--- config.mk ---
export PLATFORM = sky130hd
export DESIGN_NAME = arcade_input_cond
export DESIGN_NICKNAME = d
export VERILOG_FILES = /design/src/rtl/arcade_input_cond.sv
export SDC_FILE = /design/constraint.sdc
export NUM_CORES = 1
export LEC_CHECK = 0
export ABC_AREA = 1
export BUFFER_PORTS_ARGS = -buffer_cell sky130_fd_sc_hd__buf_2
export CORE_ASPECT_RATIO = 1.4
export CORE_MARGIN = 4
export CORE_UTILIZATION = 45
export DETAILED_ROUTE_END_ITERATION = 8
export PLACE_DENSITY = 0.73
export REMOVE_ABC_BUFFERS = 1
export SKIP_LAST_GASP = 1
export SYNTH_ARGS = -nofsm -noshare
export SYNTH_HDL_FRONTEND = slang
export SYNTH_SLANG_ARGS = --single-unit
--- constraint.sdc ---
create_clock -name clk_sys -period 2.4 [get_ports clk_sys]
set_input_delay 0.48 -clock clk_sys [delete_from_list [all_inputs] [get_ports clk_sys]]
set_output_delay 0.48 -clock clk_sys [all_outputs]
set_load 0.1 [all_outputs]
--- src/rtl/arcade_input_cond.sv ---
// Input conditioner for arcade cores: sync + debounce of active-low pins, keyboard merge,
// press/release edges, fixed-width coin pulse and a hold-to-cycle scanline combo.
module arcade_input_cond #(
  parameter int unsigned        NUM_CH     = 8,
  parameter int unsigned        DEB_BITS   = 10,
  parameter int unsigned        COIN_CH    = 5,
  parameter int unsigned        COIN_PULSE = 16,
  parameter logic [NUM_CH-1:0]  COMBO_MASK = 8'b0110_0000,
  parameter int unsigned        COMBO_BITS = 20
) (
  input  logic              clk_sys,
  input  logic              reset,
  input  logic [NUM_CH-1:0] raw_n_i,
  input  logic [NUM_CH-1:0] kbd_i,
  output logic [NUM_CH-1:0] btn_o,
  output logic [NUM_CH-1:0] press_o,
  output logic [NUM_CH-1:0] release_o,
  output logic              coin_o,
  output logic              combo_o,
  output logic [1:0]        scanlines_o
);

  localparam int unsigned CoinW = (COIN_PULSE > 1) ? $clog2(COIN_PULSE) : 1;
  localparam logic [CoinW-1:0] CoinLoad = CoinW'(COIN_PULSE - 1);

  typedef enum logic [1:0] {StIdle, StArming, StFired} combo_state_e;

  logic [NUM_CH-1:0]   sync1_q, sync2_q;
  logic [NUM_CH-1:0]   st_q, st_d;
  logic [DEB_BITS-1:0] cnt_q [NUM_CH];
  logic [DEB_BITS-1:0] cnt_d [NUM_CH];
  logic [NUM_CH-1:0]   btn_q, prev_q, press_q, release_q;

  logic                coin_q, coin_d;
  logic [CoinW-1:0]    coin_cnt_q, coin_cnt_d;

  combo_state_e        state_q, state_d;
  logic [COMBO_BITS-1:0] timer_q, timer_d;
  logic                combo_q, combo_d;
  logic [1:0]          scan_q, scan_d;
  logic                combo_all;

  // Debounce: a state change is accepted on the 2^DEB_BITS-th consecutive differing sample.
  always_comb begin
    st_d = st_q;
    for (int i = 0; i < int'(NUM_CH); i++) begin
      cnt_d[i] = '0;
      if (sync2_q[i] != st_q[i]) begin
        if (&cnt_q[i]) begin
          st_d[i] = sync2_q[i];
        end else begin
          cnt_d[i] = cnt_q[i] + 1'b1;
        end
      end
    end
  end

  always_comb begin
    coin_d     = coin_q;
    coin_cnt_d = coin_cnt_q;
    if (coin_q) begin
      if (coin_cnt_q == '0) begin
        coin_d = 1'b0;
      end else begin
        coin_cnt_d = coin_cnt_q - 1'b1;
      end
    end else if (press_q[COIN_CH]) begin
      coin_d     = 1'b1;
      coin_cnt_d = CoinLoad;
    end
  end

  assign combo_all = &(btn_q | ~COMBO_MASK);

  always_comb begin
    state_d = state_q;
    timer_d = timer_q;
    combo_d = 1'b0;
    scan_d  = scan_q;
    unique case (state_q)
      StIdle: begin
        if (combo_all) begin
          state_d = StArming;
          timer_d = '0;
        end
      end
      StArming: begin
        if (!combo_all) begin
          state_d = StIdle;
        end else if (&timer_q) begin
          state_d = StFired;
          combo_d = 1'b1;
          scan_d  = scan_q + 2'd1;
        end else begin
          timer_d = timer_q + 1'b1;
        end
      end
      StFired: begin
        if (!combo_all) state_d = StIdle;
      end
      default: state_d = StIdle;
    endcase
  end

  always_ff @(posedge clk_sys) begin
    if (reset) begin
      sync1_q    <= '0;
      sync2_q    <= '0;
      st_q       <= '0;
      for (int i = 0; i < int'(NUM_CH); i++) cnt_q[i] <= '0;
      btn_q      <= '0;
      prev_q     <= '0;
      press_q    <= '0;
      release_q  <= '0;
      coin_q     <= 1'b0;
      coin_cnt_q <= '0;
      state_q    <= StIdle;
      timer_q    <= '0;
      combo_q    <= 1'b0;
      scan_q     <= 2'd0;
    end else begin
      sync1_q    <= ~raw_n_i;
      sync2_q    <= sync1_q;
      st_q       <= st_d;
      for (int i = 0; i < int'(NUM_CH); i++) cnt_q[i] <= cnt_d[i];
      btn_q      <= st_q | kbd_i;
      prev_q     <= btn_q;
      press_q    <= btn_q & ~prev_q;
      release_q  <= ~btn_q & prev_q;
      coin_q     <= coin_d;
      coin_cnt_q <= coin_cnt_d;
      state_q    <= state_d;
      timer_q    <= timer_d;
      combo_q    <= combo_d;
      scan_q     <= scan_d;
    end
  end

  assign btn_o       = btn_q;
  assign press_o     = press_q;
  assign release_o   = release_q;
  assign coin_o      = coin_q;
  assign combo_o     = combo_q;
  assign scanlines_o = scan_q;

endmodule

* Word level (Yosys, flattened, before mapping)
Memories as Yosys holds them, arrays and structs flattened.
Cells that the tools add are included.
** Storage, ports and cells
- Memories :: 1
- RAM bits :: 80
- Word-level logic and storage cells :: 134
- Bits in registers :: 86
- Output and inout port bits :: 28
- Input port bits :: 18
** Operators by class
- Multiplexer cells :: 43
- Eq/ne operators :: 16
- Bitwise operators :: 16
- Add/sub/neg operators :: 11
- Reduce and logical (&&, ||, !) cells :: 27
** Memory list
- cnt_q :: depth 8, width 10, read ports 8, clocked after memory_dff 0, wr ports 8, line 30 : logic [DEB_BITS-1:0] cnt_q [NUM_CH];
** Operators by type and width (number)
- $mux 10 :: 24
- $reduce_and 11->1 :: 8
- $add 10x1->10 const B :: 8
- $reduce_and 10->1 :: 8
- $mux 20 :: 3
- $pmux 20 s2 :: 1
- $not 8->8 :: 3
- $reduce_and 23->1 :: 1
- $add 20x1->20 const B :: 1
- $reduce_and 20->1 :: 1
- $and 8x8->8 :: 2
- $mux 4 :: 3
- $ne 2x2->1 const B :: 5
- $mux 2 :: 4
- $ne 1x1->1 :: 8
- $or 1x1->1 :: 8
- $or 8x8->8 :: 1
- $mux 1 :: 7
- $pmux 2 s3 :: 1
- $logic_not 4->1 :: 1
- $reduce_and 2->1 :: 2
- $reduce_and 4->1 :: 1
- $reduce_bool 2->1 :: 2
- $sub 4x1->4 const B :: 1
- other kinds (8) :: 9

* Logic depth before layout (Yosys ltp)
Gate-level depths: netlist of the first run.
- Depth after elaboration :: 4
- Mapped depth :: 10
- Mapped depth without buffers :: 10

* Least setup slack after synthesis of the first run
No wires, ideal clock.
- Path type :: register -> register
- Start point :: reg btn_q[5], in the netlist btn_o[5]
- End point :: reg timer_q[16]
- Arrival :: 2.072 ns
- Required time :: 2.281 ns
- Clock period less this slack :: 2.192 ns
- Path buffers :: 1
- Path slack :: 0.208 ns
- Stages on the path, launching flop included :: 9
- Setup time :: 0.119 ns
- Path through :: dfxtp_1 nand2_1 nor2_4 inv_1 o21ai_1 inv_1 buf_2 o21ai_0 a21oi_1
** Between the ends
- Longest elaborated chain between the ends :: 3
- Elaborated cells between the ends (all ways) :: 4
- Those cells by class :: 2 x eq/ne; 2 x reduce/logical
** Ends and longest elaborated chain
- from (decl) :: line 32 : logic [NUM_CH-1:0] btn_q, prev_q, press_q, release_q;
- from (signal assigned) :: line 126 : btn_q <= st_q | kbd_i;
- $reduce_and 2->1 (*) :: line 73 : assign combo_all = &(btn_q | ~COMBO_MASK);
- $ne 2x2->1 (no source line)
- $reduce_and 4->1 (no source line) (*)
- to (signal assigned) :: line 133 : timer_q <= timer_d;
- to (decl) :: line 38 : logic [COMBO_BITS-1:0] timer_q, timer_d;
Mark *: on every way between the ends. The rest lies on a longest branch, timed or not.
A chain may end at the register's enable or synchronous reset.

* Worst setup path in the final report of the first run
- Start point :: reg coin_q, in the netlist coin_o
- End point :: out coin_o
** RTL lines
- from (decl) :: line 34 : logic coin_q, coin_d;
- from (signal assigned) :: line 130 : coin_q <= coin_d;
- to (decl) :: line 18 : output logic coin_o,
No word-level cell between the ends.

==> results of run 1 <==
==> cells by family (layout without fill, tap and decap cells) <==
kind of cell | count (synthesis) | after routing
AND/OR/NAND/NOR | 437 | 437
adder cells (fa/ha/maj) | 11 | 11
AO/OA/AOI/OAI | 71 | 71
buffers and inverters | 109 | 179
flip-flops | 166 | 166
XOR/XNOR | 44 | 44
==> per-stage QoR <==
step	setup WS (ps)	utilization	total power [W]	cells	instance area, µm²
final	642	0.525	0.00558	1097	7580
after detailed placement	667	0.487	0.00318	1065	7040
after global routing	407	0.525	0.00580	1097	7580
after floorplan	228	-	0.00309	826	6530
after CTS	627	0.525	0.00565	1097	7580
after global placement	692	0.487	0.00318	1065	7040
==> area by class of cell <==
type,instances,area [µm²]
fillers,1374,6860
flip-flops and latches,166,3320
multi-input cells,563,2840
clock buffers,20,447
inverters,97,364
repair buffers,50,275
well taps,189,236
clock inverters,12,92.6
==> registers in the layout, indices dropped and copies added, names as in the netlist <==
name / count
btn_o: 8
sync2_q: 8
coin_o: 1
sync1_q: 8
press_o: 8
st_q: 8
prev_q: 8
scanlines_o: 2
combo_o: 1
coin_cnt_q: 4
cnt_q: 80
timer_q: 20
release_o: 8
state_q: 2
==> placed cells by master, fill, tap and decap left out, types with 2 or more instances in the layout <==
cell type | Yosys | final
xnor2_1 | 15 | 15
a31oi_1 | 2 | 2
a21oi_2 | 5 | 5
o211ai_1 | 3 | 3
nor3_1 | 31 | 31
clkbuf_1 | 3 | 2
a21oi_1 | 31 | 31
buf_2 | 2 | 45
nand2_2 | 4 | 4
a21o_1 | 2 | 2
buf_4 | 0 | 4
clkinv_4 | 0 | 2
o31ai_1 | 2 | 2
dfxtp_1 | 166 | 166
clkinvlp_4 | 0 | 3
xor2_1 | 29 | 29
nor2_1 | 189 | 189
inv_6 | 0 | 3
clkbuf_16 | 0 | 17
or2_2 | 7 | 7
o21ai_0 | 19 | 19
nand4_1 | 18 | 18
ha_1 | 11 | 11
nand2_1 | 125 | 125
nor2_4 | 4 | 4
o21ai_1 | 2 | 2
nand3_1 | 47 | 47
clkinv_2 | 0 | 3
inv_1 | 97 | 97
nor3b_1 | 6 | 6
==> power groups by stage <==
stage,clock [W],combinational (W),sequential (W)
floorplan,0,0.0000883,0.00300
global placement,0,0.000291,0.00289
detailed placement,0,0.000293,0.00289
CTS,0.00253,0.000293,0.00283
global route,0.00265,0.000318,0.00283
finish,0.00247,0.000290,0.00283
==> metal layers <==
layer | vias to the layer above | part of all wire
met5 | - | 0
met4 | 0 | 0.016
met3 | 16 | 0.034
met2 | 61 | 0.48
met1 | 2288 | 0.47
li1 | 2768 | -
==> final timing paths <==
check,from,endpoint,slack (ps),cells past startpoint
worst min-delay path,raw_n_i[0],sync1_q[0],200,2
worst max register to register,timer_q[0],timer_q[6],660,8
worst min register to register,sync1_q[0],sync2_q[0],400,2
worst max-delay path,coin_o,coin_o,640,1
==> flow_summary.ini, run 1 <==
[grt]
use_met3 = 0.0397
grt_pass1_wl_um = 20200
grt-busiest-layer = met2
grt_usage = 0.150
grt_max_degree = 31
use_met1 = 0.176
use_met2 = 0.257
grt_pass1_vias = 4782
overflow = 0
antenna_found_initial = 0

[cts]
cts_tree = done
cts_root_buffer = clkbuf_16
hold_buffers = 0
cts_resized = 0
cts_htree_levels = 4
clock_latency_ps = 430
post-cts-setup-buffers = 0
clkSlewWorstSetupHoldPaths_ps = 70
cts.sink_count = 166
clockBufferDepth = 2
numCtsBuffers = 17

[place]
io_buffer_count = 45
gp_congestion = 0.831
hpwl_um = 8190

[logic_synthesis]
yosysMostFrequentCell = nor2_1
netlist_top_cells_count = 189 x nor2_1, 166 x dfxtp_1, 125 x nand2_1
synth_compound_area_frac = 0.0640
ys.warnings.count = 0
postSynth.asyncResetShare = 0
seq_area_frac_synth = 0.504
synthAdderAreaFrac = 0.0209
synth_top_family_by_area = simple AND/OR/NAND/NOR gates
synth_area_um2 = 6590
avgSynthCellArea_um2 = 7.87
synthSimpleGateAreaFrac = 0.288
synth_area_leaders = dfxtp_1 50%, nor2_1 11%, nand2_1 7.1%, inv_1 5.5%, xor2_1 3.9%
synth.area.mux_share = 0
synthFlopType = dfxtp_1
synth_seq_cells = 166
synth_edf_count = 0
postSynthCellCount = 838
netlist.area_leader.share = 0.504
yosysTopAreaCell = dfxtp_1
synth_xor_area_frac = 0.0585
ys_types = 37

[power_and_ir_drop]
swShare = 0.242
max-vdd-ir-drop_mv = 0.461
p_sw_w = 0.00135
pwr-share-clk = 0.442
leakage_nw = 2.90
p_per_area_nw_per_um2 = 737
p_comb_frac = 0.052
p_int_w = 0.00423
pwr-share-seq = 0.506

[sta]
worstMarginPinSlew_ps = 773
hold_viol_final = 0
fin_tns_setup_ps = 0
setup_viol = 0
slew_viol_final = 0
slew_headroom = 0.483
post-route-period-util = 0.732
hold_slack_ps = 201
fmax_mhz = 569
fin_worst_skew_ps = 19.6
grt_setup_unrepaired = no
fin_crit_ps = 1760

[route]
routed_via_density = 4.68
ant_nets = 0
drtIter0Drc = 296
drc = 0
totalWireLength_um = 11600
wl_per_cell_um = 10.6
vias = 5133
dr.pass1.iters = 4

[floorplan]
num_rows = 52
ioPinCount = 46
die_h_um = 151
coreArea_um2 = 14400
die_w_um = 110
dieArea_um2 = 16700
initial_utilization = 0.456

[critical_path]
crit_family = buffers and inverters
cp_cell_sequence = buf_2
critPathSlowestCell = buf_2
crit_arrival_ps = 1280
setup.worst_path.start_class = register
critPathCaptureType = output port
path_max_fanout = 6
cp.required_ps = 1920
critPathKind = register to output port
crit_buf_inv = 1
cpPeakStageDelay_ps = 460

[final_layout]
diodes = 0
area_growth_pct = 15.0
layout.nets = 924
drive_gt1_frac = 0.118

[flow_run]
maxCapViolCount = 0

[hold_path]
hold_path_class = input port to register

[outcome]
outcome = completed
No activity file was read; power rests on OpenSTA's default activity.
==> run 2, diff against run 1 <==
--- a/config.mk
+++ b/config.mk
@@ -5,7 +5,7 @@
 export SDC_FILE = /design/constraint.sdc
 export NUM_CORES = 1
 export LEC_CHECK = 0
-export ABC_AREA = 1
+export ABC_AREA = 0
 export BUFFER_PORTS_ARGS = -buffer_cell sky130_fd_sc_hd__buf_2
 export CORE_ASPECT_RATIO = 1.4
 export CORE_MARGIN = 4
==> constraint.sdc (replaced) <==
create_clock -name clk_sys -period 1.7 [get_ports clk_sys]
set_input_delay 0.34 -clock clk_sys [delete_from_list [all_inputs] [get_ports clk_sys]]
set_output_delay 0.34 -clock clk_sys [all_outputs]
set_load 0.1 [all_outputs]
==> run 2 against run 1 <==
Combinational power increased by 39%; power increased by 42%; worst hold slack got worse by 130 ps; flip-flop and latch count unchanged; largest cell class unchanged; first-iteration DRC count decreased by 55%; largest power group unchanged.
==> flow_summary.ini, run 2 <==
[outcome]
outcome = completed

[sta]
slew_headroom = 0.622
post-route-period-util = 0.957
slew_viol_final = 0
setup_viol = 0
grt_setup_unrepaired = no
fmax_mhz = 615
hold_viol_final = 0
worstMarginPinSlew_ps = 567
fin_crit_ps = 1630
fin_worst_skew_ps = 8.05

[final_layout]
fin_util = 0.543
top_register = cnt_q
drive_gt1_frac = 0.168
final_cell_mix = 163 x dfxtp_1, 120 x nor2_1, 45 x buf_2
layout_commonest_cell = dfxtp_1
fillers = 1316
layout.nets = 807
diodes = 0
top_regs = cnt_q: 80 flops, timer_q: 20 flops
area_growth_pct = 18.2
largest_register_ffs = 80

[cts]
clkSlewWorstSetupHoldPaths_ps = 60
clock_latency_ps = 420
post-cts-setup-buffers = 0
cts.sink_count = 166
numCtsBuffers = 17
clockBufferDepth = 2
cts_htree_levels = 4
hold_buffers = 0
cts_root_buffer = clkbuf_16
cts_tree = done

[logic_synthesis]
avgSynthCellArea_um2 = 9.37
ys_types = 51
yosysMostFrequentCell = dfxtp_1
synth_area_leaders = dfxtp_1 50%, nor2_1 6.8%, xor2_1 5.0%, xnor2_1 4.0%, nand4_1 2.5%
synth_edf_count = 0
synthSimpleGateAreaFrac = 0.272
netlist_top_cells_count = 166 x dfxtp_1, 120 x nor2_1, 38 x xor2_1
netlist.area_leader.share = 0.501
synth_area_um2 = 6640
postSynthCellCount = 708
synth_seq_cells = 166
synthAdderAreaFrac = 0.0207
synth_xor_area_frac = 0.0897
postSynth.asyncResetShare = 0
synth_top_family_by_area = simple AND/OR/NAND/NOR gates
synth_compound_area_frac = 0.0639
seq_area_frac_synth = 0.501
synthFlopType = dfxtp_1
yosysTopAreaCell = dfxtp_1
synth.area.mux_share = 0.0211
ys.warnings.count = 0

[floorplan]
initial_utilization = 0.459
coreArea_um2 = 14400
die_h_um = 152
die_w_um = 111
dieArea_um2 = 16800
ioPinCount = 46
num_rows = 52

[hold_path]
min_to = sync1_q[4]
hold_start = raw_n_i[4]
hold_path_class = input port to register
min_path_cells = 2

[power_and_ir_drop]
p_comb_frac = 0.051
leakage_nw = 2.95
max-vdd-ir-drop_mv = 0.909
pwr-share-clk = 0.445
swShare = 0.238
p_int_w = 0.00603
p_per_area_nw_per_um2 = 1010
power_w = 0.00791
pwr-share-seq = 0.504
p_sw_w = 0.00188

[critical_path]
setup.worst_path.start_class = register
r2r_start = timer_q[1]
cp.required_ps = 1360
path_max_fanout = 5
regToRegEndpoint = scanlines_o[1]
critPathCaptureType = output port
crit_arrival_ps = 1290
critPathKind = register to output port
reg2reg_depth = 5
reg2reg_setup_slack_ps = 90

[grt]
grt_usage = 0.144
grt_pass1_wl_um = 20200
grt_pass1_vias = 4764
overflow = 0
grt_max_degree = 31
antenna_found_initial = 1

[flow_run]
maxCapViolCount = 0

[route]
vias = 4945
dr.pass1.iters = 4
drtIter0Drc = 132
wl_per_cell_um = 11.8
routed_via_density = 5.05
totalWireLength_um = 11500
ant_nets = 0
drc = 0

[place]
io_buffer_count = 45
gp_congestion = 0.875
hpwl_um = 8230
==> run 2: worst max path at each step <==
| stage | from | endpoint | slack (ps) | depth (start not counted) |
|---|---|---|---|---|
| after global placement | state_q[1] | timer_q[15] | 50 | 4 |
| after detailed placement | state_q[1] | timer_q[3] | -10 | 4 |
| after global routing | timer_q[1] | scanlines_o[1] | 2 | 5 |
| final | btn_o[6] | btn_o[6] | 70 | 2 |
| after floorplan | btn_o[6] | timer_q[16] | -720 | 4 |
| after CTS | timer_q[6] | scanlines_o[0] | 10 | 4 |
==> run 2: cells by family after synthesis <==
| family | count (synthesis) |
|---|---|
| adders and majority gates | 11 |
| DFF | 166 |
| AOI/OAI and AO/OA | 63 |
| buffers and inverters | 48 |
| xor gates and xnor gates | 68 |
| and+or+nand+nor | 338 |
| muxes | 14 |
==> run 2: routing by layer <==
| metal | track usage | vias up | wire length, µm |
|---|---|---|---|
| met5 | 0 | - | 7 |
| met4 | 0.0579 | 2 | 163 |
| met3 | 0.0409 | 16 | 432 |
| met2 | 0.266 | 75 | 5840 |
| met1 | 0.155 | 2277 | 5080 |
| li1 | - | 2575 | - |
==> run 2: repair_timing <==
action                     CTS  global route
resized for setup            2            13
setup endpoints to repair    7            12
gates cloned                 0             0
pin swaps                    0             4
==> run 2: area by class of cell <==
type,instances,area [µm²],area share
tap,189,236,0.0301
clock inverter,12,93.8,0.0120
timing repair buffer,77,503,0.0641
multi-input combinational,494,3140,0.401
sequential,166,3330,0.424
inverter,22,82.6,0.0105
clock buffer,20,457,0.0582
==> run 2: metrics by stage <==
stage / instance area (µm²) / worst slack [ps] / TNS (ps) / hold WS [ps] / std cells
2_1_floorplan: 6510 / -718 / -11740 / 383 / 682
3_3_place_gp: 7250 / 50.4 / 0 / 389 / 948
3_5_place_dp: 7250 / -13.1 / -21.5 / 397 / 948
4_1_cts: 7800 / 11.7 / 0 / 50.6 / 980
5_1_grt: 7840 / 1.56 / 0 / 46.5 / 980
6_report: 7840 / 73.8 / 0 / 69.1 / 980
==> run 2: power groups by stage <==
stage	Clock, W	Combinational (W)	Sequential (W)
5_1_grt	0.00378	0.000434	0.00400
3_5_place_dp	0	0.000408	0.00408
4_1_cts	0.00362	0.000409	0.00399
6_report	0.00352	0.000404	0.00399
2_1_floorplan	0	0.000108	0.00425
3_3_place_gp	0	0.000402	0.00407
==> run 2: critical path, cell delays in order, from the launching register on <==
cell	delay, ps
dfxtp_1	320
buf_4	130
buf_2	420
